--- src/rtl/alu_issue_sequencer_pkg.sv ---
// Shared types and constants for the ALU issue sequencer: instruction fields,
// condition/op encodings, FSM states and register index type.
package alu_issue_sequencer_pkg;

    localparam int COND_LSB = 14;
    localparam int OP_LSB   = 9;
    localparam int RD_LSB   = 6;
    localparam int RN_LSB   = 3;
    localparam int RM_LSB   = 0;

    typedef logic [2:0] reg_idx_t;

    typedef enum logic [1:0] {
        A_TYPE = 2'b00,
        B_TYPE = 2'b01,
        C_TYPE = 2'b10,
        D_TYPE = 2'b11
    } cond_e;

    typedef enum logic [4:0] {
        ADD   = 5'd0,
        EQUAL = 5'd1,
        OR    = 5'd2,
        AND   = 5'd3,
        MINUS = 5'd4
    } alu_op_e;

    typedef enum logic [1:0] {
        S_IDLE  = 2'd0,
        S_FETCH = 2'd1,
        S_EXEC  = 2'd2,
        S_WB    = 2'd3
    } state_e;

    function automatic logic [1:0] instr_cond(input logic [15:0] instr);
        return instr[COND_LSB +: 2];
    endfunction

    function automatic logic [4:0] instr_op(input logic [15:0] instr);
        return instr[OP_LSB +: 5];
    endfunction

    function automatic reg_idx_t instr_rd(input logic [15:0] instr);
        return instr[RD_LSB +: 3];
    endfunction

    function automatic reg_idx_t instr_rn(input logic [15:0] instr);
        return instr[RN_LSB +: 3];
    endfunction

    function automatic reg_idx_t instr_rm(input logic [15:0] instr);
        return instr[RM_LSB +: 3];
    endfunction

endpackage

--- src/rtl/alu_issue_sequencer_regfile.sv ---
// 8x16 register file: two operand read ports, one debug read port, one write port.
// Build option R0_ZERO_EN makes r0 a hardwired zero.
module alu_issue_sequencer_regfile
    import alu_issue_sequencer_pkg::*;
(
    input  logic        clk,
    input  logic        reset,
    input  reg_idx_t    ra_idx,
    input  reg_idx_t    rb_idx,
    input  reg_idx_t    dbg_idx,
    input  logic        we,
    input  reg_idx_t    waddr,
    input  logic [15:0] wdata,
    output logic [15:0] ra_data,
    output logic [15:0] rb_data,
    output logic [15:0] dbg_data
);

`ifdef R0_ZERO_EN
    localparam bit R0_ZERO = 1'b1;
`else
    localparam bit R0_ZERO = 1'b0;
`endif

    logic [15:0] regs_q [8];
    logic [15:0] regs_d [8];

    always_comb begin
        regs_d = regs_q;
        if (we && !(R0_ZERO && (waddr == 3'd0))) begin
            regs_d[waddr] = wdata;
        end
    end

    always_ff @(posedge clk) begin
        if (reset) begin
            regs_q <= '{default: '0};
        end else begin
            regs_q <= regs_d;
        end
    end

    // Reads see the registered value, so a same-cycle write shows up one cycle later.
    assign ra_data  = (R0_ZERO && (ra_idx  == 3'd0)) ? 16'h0000 : regs_q[ra_idx];
    assign rb_data  = (R0_ZERO && (rb_idx  == 3'd0)) ? 16'h0000 : regs_q[rb_idx];
    assign dbg_data = (R0_ZERO && (dbg_idx == 3'd0)) ? 16'h0000 : regs_q[dbg_idx];

endmodule

--- src/rtl/alu_issue_sequencer.sv ---
// Fetch/exec/writeback sequencer feeding an external combinational ALU.
// Optional build macro R0_ZERO_EN (handled in the register file) pins r0 to zero.
module alu_issue_sequencer
    import alu_issue_sequencer_pkg::*;
#(
    parameter int                ADDR_W   = 16,
    parameter logic [ADDR_W-1:0] PC_RESET = '0
) (
    input  logic              clk,
    input  logic              reset,
    input  logic              run,
    output logic              imem_req,
    output logic [ADDR_W-1:0] imem_addr,
    input  logic              imem_valid,
    input  logic [15:0]       imem_data,
    output logic [15:0]       alu_rn,
    output logic [15:0]       alu_rm,
    output logic [15:0]       alu_instr,
    input  logic [15:0]       alu_rd,
    output logic [ADDR_W-1:0] pc,
    output logic              retire,
    input  logic              dbg_we,
    input  logic [2:0]        dbg_waddr,
    input  logic [15:0]       dbg_wdata,
    input  logic [2:0]        dbg_raddr,
    output logic [15:0]       dbg_rdata
);

    state_e            state_q, state_d;
    logic [ADDR_W-1:0] pc_q, pc_d;
    logic [15:0]       instr_q, instr_d;
    logic [15:0]       result_q, result_d;

    logic              rf_we;
    reg_idx_t          rf_waddr;
    logic [15:0]       rf_wdata;

    always_comb begin
        state_d  = state_q;
        pc_d     = pc_q;
        instr_d  = instr_q;
        result_d = result_q;
        imem_req = 1'b0;
        retire   = 1'b0;
        rf_we    = 1'b0;
        rf_waddr = dbg_waddr;
        rf_wdata = dbg_wdata;
        unique case (state_q)
            S_IDLE: begin
                rf_we = dbg_we;
                if (run) state_d = S_FETCH;
            end
            S_FETCH: begin
                imem_req = 1'b1;
                if (imem_valid) begin
                    instr_d = imem_data;
                    state_d = S_EXEC;
                end
            end
            S_EXEC: begin
                result_d = alu_rd;
                state_d  = S_WB;
            end
            S_WB: begin
                retire = 1'b1;
                pc_d   = pc_q + ADDR_W'(1);
                // Non-A_TYPE instructions retire as NOPs.
                if (instr_cond(instr_q) == A_TYPE) begin
                    rf_we    = 1'b1;
                    rf_waddr = instr_rd(instr_q);
                    rf_wdata = result_q;
                end
                state_d = run ? S_FETCH : S_IDLE;
            end
            default: state_d = S_IDLE;
        endcase
    end

    always_ff @(posedge clk) begin
        if (reset) begin
            state_q  <= S_IDLE;
            pc_q     <= PC_RESET;
            instr_q  <= '0;
            result_q <= '0;
        end else begin
            state_q  <= state_d;
            pc_q     <= pc_d;
            instr_q  <= instr_d;
            result_q <= result_d;
        end
    end

    alu_issue_sequencer_regfile u_regfile (
        .clk      (clk),
        .reset    (reset),
        .ra_idx   (instr_rn(instr_q)),
        .rb_idx   (instr_rm(instr_q)),
        .dbg_idx  (dbg_raddr),
        .we       (rf_we),
        .waddr    (rf_waddr),
        .wdata    (rf_wdata),
        .ra_data  (alu_rn),
        .rb_data  (alu_rm),
        .dbg_data (dbg_rdata)
    );

    assign alu_instr = instr_q;
    assign imem_addr = pc_q;
    assign pc        = pc_q;

endmodule

--- config.mk ---
export PLATFORM = sky130hd
export DESIGN_NAME = alu_issue_sequencer
export DESIGN_NICKNAME = d
export VERILOG_FILES = /design/src/rtl/alu_issue_sequencer_pkg.sv /design/src/rtl/alu_issue_sequencer_regfile.sv /design/src/rtl/alu_issue_sequencer.sv
export SDC_FILE = /design/constraint.sdc
export NUM_CORES = 1
export LEC_CHECK = 0
export BUFFER_PORTS_ARGS = -buffer_cell sky130_fd_sc_hd__buf_2
export CAP_MARGIN = 10
export CORE_MARGIN = 2
export CORE_UTILIZATION = 29
export DETAILED_ROUTE_END_ITERATION = 8
export PLACE_DENSITY = 0.56
export RECOVER_POWER = 25
export SLEW_MARGIN = 30
export SYNTH_ARGS = -nofsm -noshare
export SYNTH_HDL_FRONTEND = slang
export SYNTH_SLANG_ARGS = --single-unit
--- constraint.sdc ---
create_clock -name clk -period 4.9 [get_ports clk]
set_input_delay 0.98 -clock clk [delete_from_list [all_inputs] [get_ports clk]]
set_output_delay 0.98 -clock clk [all_outputs]
set_load 0.01 [all_outputs]
==> results of run 1 <==
[metal layers]
metal / vias up / share of wire, %
met3: 55 / 7.8
li1: 3703 / -
met1: 4132 / 44
met2: 437 / 46
met5: - / 0.078
met4: 4 / 2.3
[cell families (layout without fill, tap and decap cells)]
kind of cell	count (synthesis)	count (layout)	share of synthesized area, %
simple gates	284	284	12.5
flops	178	178	36.1
mux	162	162	29.2
compound gates	158	158	14.9
buf+inv	112	217	5.30
xor+xnor	13	13	1.15
fa+ha+maj	6	6	0.761
[cell type report]
class / count / area share, %
inverters: 7 / 0.228
clock buffers: 18 / 3.72
multi-input cells: 623 / 50.7
repair buffers: 178 / 8.12
well taps: 448 / 4.86
clock inverters: 14 / 1.37
flip-flops and latches: 178 / 31.0
[worst max-delay path, cell delays in order]
cell	delay (ns)
buf_2	0.52
buf_4	0.39
mux4_2	0.53
mux2_2	0.28
buf_2	0.14
[state kept, by name (all words and copies together) (netlist names)]
name	count
alu_instr	16
imem_addr	16
state_q	2
result_q	16
u_regfile.regs_q	128
[report_power, final]
| part | leakage, nW | switching, mW | total [mW] | internal (mW) |
|---|---|---|---|---|
| Combinational | 2.46 | 0.529 | 0.894 | 0.365 |
| Sequential | 1.44 | 0.142 | 1.69 | 1.55 |
| Clock | 0.288 | 0.683 | 1.37 | 0.689 |
| Total | 4.18 | 1.35 | 3.95 | 2.60 |
[placed cells by master, fill, tap and decap left out, types with 26 or more instances in the layout]
master / Yosys / layout
buf_2: 16 / 132
nor2_1: 168 / 162
clkbuf_1: 67 / 26
dfxtp_1: 178 / 175
mux4_2: 96 / 96
mux2_2: 48 / 48
nand2_1: 60 / 60
a221o_1: 128 / 128
[through the flow]
stage	cell area, sq um	power (mW)	hold slack, ns	instances
finish	11500	3.95	0.467	1466
global route	11500	4.12	0.478	1466
CTS	11500	3.97	0.460	1466
detailed placement	11000	2.61	0.448	1434
global placement	10900	2.59	0.442	1432
floorplan	9860	2.28	0.460	913
[path summary, 6_finish.rpt]
path / to / slack [ns] / cells past startpoint
max: dbg_rdata[9] / 1.07 / 5
min: alu_instr[11] / 0.47 / 2
max reg2reg: u_regfile.regs_q[79] / 1.53 / 6
min reg2reg: alu_instr[11] / 0.47 / 2
==> impl_results.md, run 1 <==
- Final WS setup: approximately 1.1 ns
- Failing checks: capacitance limit, slew limit
- Unique masters post-synth: 40
- Grt met1 use: between 20% and 30%
- Vias in the first global route: just over 8k
- Run status: complete, but fails checks
- Via/cell ratio: roughly 5.7
- Tmin final: approximately 3.8 ns
- Post-synth top cells: dfxtp_1, nor2_1, a221o_1, mux4_2, clkbuf_1
- Starting Density: ~30%
- GPL Wtd Cong: ~0.76
- CP required: between 3 and 4 ns
- Total die area: ~36,000 sq um
- Drt drc: 0
- Crit path capture type: primary output
- Ratio of cells with drive above 1 in the final layout: about a third
- Initial DRC Count: ~860
- Top Usage Layer GRT: met2
- Num CTS Buffers: 17
- # IOs: between 150 and 200
- Syn avg cell area: 10.8 sq um
- RSZ-0062 raised after global routing: no
- Worst Path Arrival: 2.85 ns
- Area occupied by multi-input gates: 5840 sq um
- Worst-Margin Slew: between 1.5 and 2 ns
- Detailed Route WL: roughly 35 mm
- Max-cap check violation count: 1
- Initial antenna violation count: 2
- Resized Gates After CTS: 0
- Total congestion overflow: 0
- Pwr dens: ~340 nW/um^2
- Drt wl/cell: 23.7 um
- Fmax: between 0.2 and 0.3 GHz
- Core area: 33,500 sq um
- GRT Overall Usage: roughly a fifth
- Root Buffer: clkbuf_16
- Dpl hpwl: between 20 and 25 mm
- Area delta synth->final: 16.8%
- HP Class: reg -> reg
- Fin. Hold Viols: 0
- Antenna Cells: 0
- Postcts setup bufs: 0
- Crit. Startpoint: dbg_raddr[0]
- CP Max Fanout: 18
- EDFF count, synth: 0
- Site row count: between 60 and 70
- FF+latch area: 3570 sq um
- # setup viols final: 0
- Fin Setup TNS: 0 ns
- Vias: approximately 8.3k
- Drt pass-1 iters: 5
- Syn Std Cell Area: around 9900 sq um
- Clk sink count: roughly 180
- Final Slew Violations: 40
- Cells after Synth: 913
- DIE HEIGHT: approximately 190 um
- RR Startpoint: state_q[1]
- Die W: 188 um
- ANT nets after route: 0
- Clock slew at reported path FFs: 0.07 ns
- Top FF cell, synth: dfxtp_1
- Fill cell count: approximately 3.4k
- Max VDD drop: 243 uV
- Crit Path Class: in -> out
- H-tree levels: 4
- Global-route wire length before repair: around 53 mm
- Sequential fraction of the synthesis area: roughly 36%
- Largest net degree at the start of global routing: 40
- Post-CTS Hold Buffers: 0
- PortBufs: 156
- M2 GR Usage: between 30% and 40%
- Tcrit/Tclk final: approximately four fifths
- Final net count: approximately 1.1k
- Rel. slew slack: -22.9%
- CTS tree: yes
- Finished Core Util: between 30% and 40%
- Skew-Pair Late Insertion Delay: around 0.43 ns
- Dpl ws: 1.01 ns
- Count leader, synth: dfxtp_1
- Clk buf depth: 2
- Yosys reg bits: 178
- Met3 Usage GRT: between 4 and 5%
- Ys async rst share: 0%
- Area share of the largest cell type after synthesis: approximately 36%
- Pleak: 4.18 nW
- Post-synth top area cell: dfxtp_1
- Synth area leaders: dfxtp_1, mux4_2, a221o_1
- CP startpoint kind: primary input
- Min-delay src: alu_instr[11]
- Syn. warnings: 0
- Clock Skew: ~0.0094 ns
- Post-synthesis net count: roughly 1,000
Note: power is estimated with default switching activity, not from simulation.
==> run 2, diff against run 1 <==
--- a/config.mk
+++ b/config.mk
@@ -10,7 +10,7 @@
 export CORE_MARGIN = 2
 export CORE_UTILIZATION = 29
 export DETAILED_ROUTE_END_ITERATION = 8
-export PLACE_DENSITY = 0.56
+export PLACE_DENSITY = 0.58
 export RECOVER_POWER = 25
 export SLEW_MARGIN = 30
 export SYNTH_ARGS = -nofsm -noshare
==> constraint.sdc (replaced) <==
create_clock -name clk -period 3.4 [get_ports clk]
set_input_delay 0.68 -clock clk [delete_from_list [all_inputs] [get_ports clk]]
set_output_delay 0.68 -clock clk [all_outputs]
set_load 0.01 [all_outputs]
==> impl_results.md, run 2 (synthesized netlist as in run 1, its figures left out) <==
- Largest net degree at the start of global routing: 50 (was 40)
- Total congestion overflow: 0 (unchanged)
- Run status: finished, final reports clean (was complete, but fails checks)
- Pwr dens: 490 nW/um^2 (was 343 nW/um^2)
- Starting Density: 29.4% (unchanged)
- Ratio of cells with drive above 1 in the final layout: 33.7% (was 34.0%)
- Initial antenna violation count: 9 (was 2)
- CP Max Fanout: 15 (was 18)
- Tmin final: approximately 3.2 ns
- Vias: 8,391 (was 8,331)
- Rel. slew slack: 29.6% (was -22.9%)
- Worst Path Arrival: 2.48 ns (was 2.85 ns)
- Final net count: 1,086 (was 1,070)
- Num CTS Buffers: 17 (unchanged)
- Die W: 188 um (unchanged)
- GPL Wtd Cong: 0.812 (was 0.763)
- CP startpoint kind: flop (was primary input)
- # setup viols final: 0 (unchanged)
- Fin Setup TNS: 0 ns (unchanged)
- Postcts setup bufs: 0 (unchanged)
- Commonest non-fill, non-tap cell in the layout: dfxtp_1 (unchanged)
- DIE HEIGHT: 188 um (unchanged)
- Clock Skew: 0.0115 ns (was 0.00938 ns)
- Pleak: 4.24 nW (was 4.18 nW)
- Clk buf depth: 2 (unchanged)
- Max reg flops: 128 (unchanged)
- Switching part of the total: 34.0% (was 34.2%)
- H-tree levels: 4 (unchanged)
- CP required: 2.72 ns (was 3.92 ns)
- Combinational share of power: 23.2% (was 22.6%)
- Drt drc: 0 (unchanged)
- Placed Area: 11,100 sq um (was 11,000 sq um)
- ANT nets after route: 0 (unchanged)
- Fin. Hold Viols: 0 (unchanged)
- Design Area, Final: 11,600 sq um (was 11,500 sq um)
- Largest reg by FF count: u_regfile.regs_q (unchanged)
- Post-CTS Hold Buffers: 0 (unchanged)
- Resized Gates After CTS: 0 (unchanged)
- Most frequent cells in the layout: dfxtp_1, nor2_1, a221o_1, buf_2, mux4_2 (was dfxtp_1, nor2_1, buf_2, a221o_1, mux4_2)
- Switching pwr: 1.94 mW (was 1.35 mW)
- Skew-Pair Late Insertion Delay: 0.44 ns (was 0.43 ns)
- Cell Int Power: 3.77 mW (was 2.60 mW)
- Fmax: between 0.3 and 0.4 GHz
- Final Slew Violations: 0 (was 40)
- Crit Path Class: reg -> out (was in -> out)
- Clk sink count: 178 (unchanged)
- HP Class: reg -> reg (unchanged)
- Core area: 33,500 sq um (unchanged)
- Initial DRC Count: 797 (was 859)
- Total power: 5.70 mW (was 3.95 mW)
- Worst-Margin Slew: 1.06 ns (was 1.84 ns)
- Max-cap check violation count: 0 (was 1)
- RSZ-0062 raised after global routing: no (unchanged)
- Root Buffer: clkbuf_16 (unchanged)
- GRT Overall Usage: 19.1% (was 19.6%)
- Drt pass-1 iters: 5 (unchanged)
- Crit path capture type: primary output (unchanged)
- CTS tree: yes (unchanged)
- Area delta synth->final: 18.0% (was 16.8%)
- Via/cell ratio: 5.65 (was 5.68)
- Total die area: 35,500 sq um (unchanged)
- Dpl hpwl: 22.9 mm (was 22.8 mm)
- Clock slew at reported path FFs: 0.07 ns (about the same)
- Finished Core Util: 34.7% (was 34.4%)
- # IOs: 157 (unchanged)
- Fill cell count: 3,403 (was 3,437)
- R2R depth: 6 (unchanged)
- Clock network power share: 34.7% (about the same)
- PortBufs: 156 (unchanged)
- WHS Path Cells: 2 (unchanged)
- Site row count: 67 (unchanged)
- Drt wl/cell: 23.2 um (was 23.7 um)
- Global-route wire length before repair: 51.5 mm (was 52.6 mm)
- Max VDD drop: 256 uV (was 243 uV)
- Detailed Route WL: 34.5 mm (was 34.8 mm)
- Tcrit/Tclk final: 92.9%
- Power share of the sequential group: 42.1% (was 42.7%)
- Vias in the first global route: 7,878 (was 8,047)
run 2: cell type report:
class | count | area, sq um | area share [%]
tap | 448 | 561 | 4.82
multi-input combinational | 623 | 5800 | 49.9
clock buffer | 18 | 429 | 3.69
inverter | 7 | 26.3 | 0.226
antenna | 4 | 10.0 | 0.0860
clock inverter | 14 | 161 | 1.39
sequential | 178 | 3570 | 30.6
timing repair buffer | 194 | 1080 | 9.29
run 2: power groups by stage:
stage	Combinational (mW)	Clock, mW	Sequential, mW
after floorplan	0.918	0	2.37
after global placement	1.30	0	2.44
after detailed placement	1.32	0	2.45
after CTS	1.32	2.00	2.40
after global routing	1.42	2.09	2.42
final	1.32	1.98	2.40
run 2: metrics by stage:
step	instances	hold slack [ns]	setup WS, ns
after floorplan	913	0.460	0.710
after global placement	1449	0.441	0.663
after detailed placement	1450	0.448	0.653
after CTS	1482	0.458	0.191
after global routing	1482	0.481	0.123
final	1486	0.456	0.242
run 2: worst paths after layout:
kind                            slack (ns)           from                   end
worst max-delay path                  0.24   alu_instr[0]            alu_rm[11]
worst max register to register        0.64     state_q[0]  u_regfile.regs_q[79]
worst min register to register        0.46  alu_instr[12]         alu_instr[12]
worst min-delay path                  0.46  alu_instr[12]         alu_instr[12]
run 2: metal layers:
metal	share of wire, %	track usage, %	vias up
li1	-	-	3746
met1	44	26.4	4173
met2	46	30.2	417
met3	8.3	5.08	45
met4	1.3	4.15	10
met5	0.16	0	-
run 2: worst max-delay path, stage by stage (launching register included):
cell,delay (ns)
dfxtp_2,0.80
buf_4,0.30
mux4_2,0.52
mux2_2,0.28
buf_2,0.14
